## src/rtl/bcd_updown_counter.sv

```systemverilog
// Multi-digit BCD up/down counter with parallel load and a registered wrap pulse for cascading.
// Define BCD_LOAD_CHECK_EN to reject loads containing a nibble above 9 and flag them on load_err.
module bcd_updown_counter #(
  parameter int unsigned DIGITS = 2
) (
  input  logic                  clk,
  input  logic                  rst_n,
  input  logic                  en,
  input  logic                  up,
  input  logic                  load,
  input  logic [4*DIGITS-1:0]   load_val,
  output logic [4*DIGITS-1:0]   bcd,
  output logic                  wrap,
  output logic                  tc,
  output logic                  load_err
);

  logic [4*DIGITS-1:0] bcd_q, bcd_d;
  logic [4*DIGITS-1:0] step;
  logic                wrap_q, wrap_d;
  logic                all9, all0;
  logic                carry;

  always_comb begin
    all9 = 1'b1;
    all0 = 1'b1;
    for (int i = 0; i < int'(DIGITS); i++) begin
      all9 &= (bcd_q[4*i +: 4] == 4'd9);
      all0 &= (bcd_q[4*i +: 4] == 4'd0);
    end
  end

  assign tc = up ? all9 : all0;

  // Ripple carry/borrow: a digit moves only when every lower digit is at its terminal value.
  always_comb begin
    step  = bcd_q;
    carry = 1'b1;
    for (int i = 0; i < int'(DIGITS); i++) begin
      if (carry) begin
        if (up) begin
          step[4*i +: 4] = (bcd_q[4*i +: 4] == 4'd9) ? 4'd0 : bcd_q[4*i +: 4] + 4'd1;
        end else begin
          step[4*i +: 4] = (bcd_q[4*i +: 4] == 4'd0) ? 4'd9 : bcd_q[4*i +: 4] - 4'd1;
        end
      end
      carry = carry & (up ? (bcd_q[4*i +: 4] == 4'd9) : (bcd_q[4*i +: 4] == 4'd0));
    end
  end

`ifdef BCD_LOAD_CHECK_EN
  logic lv_bad;
  logic err_q, err_d;

  always_comb begin
    lv_bad = 1'b0;
    for (int i = 0; i < int'(DIGITS); i++) begin
      if (load_val[4*i +: 4] > 4'd9) lv_bad = 1'b1;
    end
  end

  always_comb begin
    bcd_d  = bcd_q;
    wrap_d = 1'b0;
    err_d  = 1'b0;
    if (load) begin
      if (lv_bad) err_d = 1'b1;
      else        bcd_d = load_val;
    end else if (en) begin
      bcd_d  = step;
      wrap_d = tc;
    end
  end

  always_ff @(posedge clk or negedge rst_n) begin
    if (!rst_n) err_q <= 1'b0;
    else        err_q <= err_d;
  end

  assign load_err = err_q;
`else
  logic [4*DIGITS-1:0] lv_clean;

  // Illegal nibbles are squashed to 0 so the count never leaves BCD.
  always_comb begin
    lv_clean = load_val;
    for (int i = 0; i < int'(DIGITS); i++) begin
      if (load_val[4*i +: 4] > 4'd9) lv_clean[4*i +: 4] = 4'd0;
    end
  end

  always_comb begin
    bcd_d  = bcd_q;
    wrap_d = 1'b0;
    if (load) begin
      bcd_d = lv_clean;
    end else if (en) begin
      bcd_d  = step;
      wrap_d = tc;
    end
  end

  assign load_err = 1'b0;
`endif

  always_ff @(posedge clk or negedge rst_n) begin
    if (!rst_n) begin
      bcd_q  <= '0;
      wrap_q <= 1'b0;
    end else begin
      bcd_q  <= bcd_d;
      wrap_q <= wrap_d;
    end
  end

  assign bcd  = bcd_q;
  assign wrap = wrap_q;

endmodule

```

## config.mk

```make
export PLATFORM = sky130hd
export DESIGN_NAME = bcd_updown_counter
export DESIGN_NICKNAME = d
export VERILOG_FILES = /design/src/rtl/bcd_updown_counter.sv
export SDC_FILE = /design/constraint.sdc
export NUM_CORES = 1
export LEC_CHECK = 0
export BUFFER_PORTS_ARGS = -buffer_cell sky130_fd_sc_hd__buf_4
export CAP_MARGIN = 25
export CORE_MARGIN = 4
export CORE_UTILIZATION = 54
export CTS_CLUSTER_SIZE = 10
export DETAILED_ROUTE_END_ITERATION = 8
export GPL_TIMING_DRIVEN = 0
export PLACE_DENSITY = 0.83
export SLEW_MARGIN = 20
export SYNTH_ARGS = -nofsm -noshare
export SYNTH_HDL_FRONTEND = slang
export SYNTH_SLANG_ARGS = --single-unit
```

## constraint.sdc

```tcl
create_clock -name clk -period 3.22 [get_ports clk]
set_input_delay 0.161 -clock clk [delete_from_list [all_inputs] [get_ports clk]]
set_output_delay 0.161 -clock clk [all_outputs]
set_load 0.05 [all_outputs]
```

# After elaboration in Yosys (flattened, before gate mapping)
# Cells that the tools add are included.
dict set report totals {
  reg_bits 9
  output_inout_bits 11
  wordCells 33
}
dict set report classes {
  n_addsub 4
  n_lt_le_gt_ge 2
  eq_ne 2
  muxes 15
  bitwise_logic 2
  n_reduce_logical 5
}
# operator count
set op_table {}
lappend op_table {{2-to-1 mux 4 bit} 9}
lappend op_table {{2-to-1 mux 8 bit} 2}
lappend op_table {{adder 4 x 1 -> 4 bit (second input constant)} 2}
lappend op_table {{== test 4 bit (second input constant)} 2}
lappend op_table {{greater-than comparator 4 bit (second input constant)} 2}
lappend op_table {{zero test 4 bit} 2}
lappend op_table {{subtractor 4 x 1 -> 4 bit (second input constant)} 2}
lappend op_table {{2-to-1 mux 1 bit} 4}
lappend op_table {{nonzero test 2 bit} 2}
lappend op_table {{bitwise AND 1 bit} 2}
lappend op_table {{AND reduction 2 bit} 1}

# Longest topological paths before layout
dict set report logic_depth {
  ltp_word 6
  ltp_mapped 6
}

# Worst setup path after synthesis
# OpenSTA, ideal clock, no wires.
dict set report synth_path {
  kind {register to output}
  startpoint {register bcd_q[4] (netlist: bcd[4])}
  endpoint {output tc}
  arrival_ns 2.009
  t_required_ns 3.059
  slack_ns 1.050
  stages_incl_launch_ff 6
  cell_sequence {dfrtp_1 -> buf_2 -> or2_2 -> nor4_1 -> a31oi_1 -> nor2_1}
}
dict set report synth_via {
  elab_chain_len 3
  word_cells_on_any_way 5
  classes_between {eq/ne (1); mux (1); bitwise (2); reduce/logical (1)}
}
# element line_no
set synth_lines {}
lappend synth_lines {{start, declared} 18} ;# logic [4*DIGITS-1:0] bcd_q, bcd_d;
lappend synth_lines {{start signal, assigned} 108} ;# bcd_q <= '0;
lappend synth_lines {{start signal, assigned} 111} ;# bcd_q <= bcd_d;
lappend synth_lines {{== test 4 bit or zero test 4 bit (tied branches)} n/a}
lappend synth_lines {{bitwise AND 1 bit, on equally long branches} {28, 29}}
lappend synth_lines {{2-to-1 mux 1 bit (*)} 33} ;# assign tc = up ? all9 : all0;
lappend synth_lines {{end, declared} 14} ;# output logic tc,
# Every way passes the cells marked *; elsewhere a longest branch is shown, timed or not.

# Worst setup path in the final report
# Ends and elaborated chain as after synthesis.

==> impl.org <==
** Setup path
- Of all nets on the critical path, the largest fanout is 10.
- Crit Path Category :: reg -> out
- STA classifies the critical path startpoint as a flop.
- Type of destination of the critical path :: output pin
- Data required, critical path :: 3.06 ns
- Source of the critical timing path :: bcd[4]
- Length in cells of the worst reg-to-reg path :: 5
- The startpoint identified for the worst register-to-register timing path is bcd[4].
- For the worst setup path, the data arrival time is 1.83 ns.

** Synthesis
- After synthesis, the cell types taking the most area are dfrtp_1 (27%), o21ai_0 (6.0%), a21oi_1 (3.6%), inv_1 (3.2%), nor2_1 (3.2%).
- Sequential cells were found to cover 27.19% of the synthesized design area.
- Synthesis produced a netlist with a net count of 114.
- In the post-synthesis netlist, the cell with the most instances is o21ai_0.
- In this run, synthesis inferred 0 flip-flops with an integrated enable.
- The synthesized netlist occupies a cell area of 828.3 um2.
- Number of warnings printed during yosys synthesis :: 0
- Dominant cell type by area after synthesis :: dfrtp_1
- Share of synthesized flip-flops with an asynchronous set or reset :: 100.0%
- The commonest cells after synthesis are o21ai_0 (10), dfrtp_1 (9), inv_1 (7), nor2_1 (7), a21oi_1 (6).
- In this run, synthesis produced a sequential element count of 9.
- Most used flip-flop cell after synthesis :: dfrtp_1
- Avg Inst Size Synth :: 8.201 um2
- The number of different library cells used by synthesis comes to 44.
- In the synthesized netlist, the number of instances is 101.
- Summed over its instances, the top area cell type makes up 27.19% of the synthesized netlist area.

** Global routing
- Total routing resource utilization after global routing :: 23.06%
- The first global-routing pass estimated 3.643 mm of wire.
- For this run, global-route usage on met1 was measured as 29.29%.
- The number of antenna violations at the first check in global routing is 0.
- For this run the aggregate overflow at the end of global routing stands at 0.
- Layer with the highest usage :: met2
- In the global route stage, met2 resource usage came out at 39.84%.
- Entering global routing, the biggest net connects 11 pins.
- In the global route stage, met3 resource usage came out at 1.533%.
- The number of global-route vias before repair came to 836.

** STA
- Setup_tns :: 0 ns
- # setup viols final :: 0
- Derived from the worst setup path, the maximum achievable clock frequency is 0.5028 GHz.
- Dividing the final minimum period by the clock period gives 61.76%.
- Unrepaired setup endpoints after global routing :: no
- Final number of hold-violating endpoints :: 0
- The count of pins over their slew limit is 0.
- Crit path time final :: 1.989 ns
- Between clock sinks in the finished design, the worst skew comes to 0.005617 ns.

** Power and ir drop
- Design internal power :: 253.3 uW
- For this design the ratio of total power to cell area is 428.9 nW/um2.
- Switch share :: 43.33%
- The share of total power dissipated in the clock network is 20.2%.
- IR analysis of the VDD net gives a maximum drop of 0.2988 mV.
- Switching Power :: 193.7 uW
- Cell leakage power :: 0.0004676 uW
- Combinational logic is responsible for 47.3% of the overall power.
- The design draws 447.0 uW.
- Sequential cells burn 32.4% of the power.

** Die
- Num ports :: 24
- The die is 47.17 um tall.
- Rows :: 13
- Placeable core area :: 1366 um2
- Overall die area :: 2225 um2
- The die is 47.17 um wide.
- Once the floorplan was initialized, standard cells occupied 60.62% of the core.

** Drt
- The routed layout has 858 vias.
- DR iter-0 viols :: 22
- Remaining routing DRC violations :: 0
- For this block, the routed nets add up to 2.120 mm of wire.
- Residual antenna-violating net count after detailed routing :: 0
- Using the TritonRoute via totals, the vias-per-cell ratio works out to 6.042.
- Wirelength per Cell :: 14.93 um
- Before antenna repair, the detailed router went through 4 iterations.

** Cells and area
- NumNets Final :: 141
- Syn-to-layout area delta :: 25.83%
- Filler instances :: 107
- Ant. Diodes :: 0
- The post-route netlist has 31.50% of its cells at a drive strength greater than 1.

** Clocking
- # clock sinks :: 9
- Inserted Clock Buffers :: 3
- The clock passes through at most 2 buffers.
- Clk Latency, worst-skew pair :: 0.27 ns
- After clock tree synthesis, the flow added hold-fix buffers numbering 1.
- Once the clock tree was built, the resizer swapped 0 gates to a different size.
- Number of buffers inserted to repair setup after CTS :: 0
- CTS Root Buffer Type :: clkbuf_4
- TritonCTS built the clock tree.
- Number of levels in the clock H-tree :: 1
- Clock-pin slew was measured on the worst setup and hold paths at 0.07 ns.

** Hold path
- Worst hold path stage count :: 3
- Hold/Removal Path Class :: in -> reg
- The worst hold path begins at load_val[4].

** Place
- Placer's final routability congestion estimate :: 0.8317
- Number of buffer cells added on primary ports :: 21
- Detailed placement finished with a half-perimeter wire length of 1.532 mm.

** Outcome
- The flow ran to the end, and the final reports show no timing, DRC or antenna violations.

** Flow run
- The tool flagged a number of max-cap violations equal to 0.
power groups by stage:
stage / Combinational (uW) / Clock (uW) / Sequential, uW
2_1_floorplan: 108 / 0 / 189
5_1_grt: 231 / 96.9 / 148
4_1_cts: 211 / 91.3 / 144
3_3_place_gp: 205 / 0 / 146
6_report: 212 / 90.4 / 145
3_5_place_dp: 209 / 0 / 146
worst max-delay path, cell delays in order, from the launching register on:
cell and delay [ns]:
dfrtp_1 0.38, buf_2 0.19, or2_2 0.31, nor4_1 0.21, a31oi_1 0.09, nor2_1 0.16
buf_4 0.22
worst paths after layout:
check,endpoint,slack [ns]
worst max register to register,bcd[6],1.52
worst min-delay path,bcd[4],0.12
max in group asynchronous,bcd[1],2.80
worst max-delay path,tc,1.23
min in group asynchronous,bcd[5],0.27
worst min register to register,wrap,0.67
cell usage in the layout (no fill, tap or decap), types with 2 or more instances in the layout:
master	Yosys	routed
nor4_1	4	4
clkbuf_4	0	3
o21ai_0	10	10
nand2_1	3	3
clkbuf_1	2	2
mux2i_1	2	2
buf_2	4	4
a31oi_1	3	3
buf_4	2	23
o31ai_1	2	2
dfrtp_1	9	9
buf_6	2	2
inv_1	7	7
xor2_1	2	2
xnor2_1	2	2
a21oi_1	6	6
and3_1	2	2
nand3_1	4	4
nor2_1	7	7
nor2b_1	2	2
nand4b_1	2	2
state kept, by name, indices dropped and copies added, names as in the netlist:
register,flops
bcd,8
wrap,1
layout make-up:
class                   count  area (um2)  area share, %
clock inverters             1       5.005         0.4802
repair buffers             22       167.7          16.09
flip-flops and latches      9       225.2          21.61
inverters                   7       26.28          2.521
plain buffers              10       65.06          6.242
multi-input cells          75       511.7          49.10
clock buffers               3       22.52          2.161
well taps                  15       18.77          1.801
per-layer routing:
layer | vias up | routed length (um)
li1 | 422 | -
met5 | - | 0
met2 | 45 | 950
met3 | 5 | 195
met1 | 386 | 929
met4 | 0 | 44
per-stage QoR:
step | cell area, um2 | cells | utilization (%) | hold WS, ns | setup slack [ns]
5_1_grt | 1042 | 142 | 76.28 | 0.1466 | 1.158
3_3_place_gp | 1005 | 137 | 73.53 | -0.008816 | 1.581
2_1_floorplan | 828.3 | 101 | - | -0.1346 | 1.050
6_report | 1042 | 142 | 76.28 | 0.1176 | 1.231
3_5_place_dp | 1005 | 137 | 73.53 | -0.006672 | 1.537
4_1_cts | 1042 | 142 | 76.28 | 0.1160 | 1.281
cell families (layout without fill, tap and decap cells):
| kind of cell | after synthesis | in the layout | synth area share, % |
|---|---|---|---|
| flip-flops | 9 | 9 | 27.19 |
| AO/OA/AOI/OAI | 34 | 34 | 28.55 |
| buffers and inverters | 17 | 43 | 11.03 |
| other | 1 | 1 | 0.4527 |
| multiplexers | 3 | 3 | 3.776 |
| XOR/XNOR | 4 | 4 | 4.230 |
| AND/OR/NAND/NOR | 33 | 33 | 24.78 |
(Power assumes the default switching activity.)
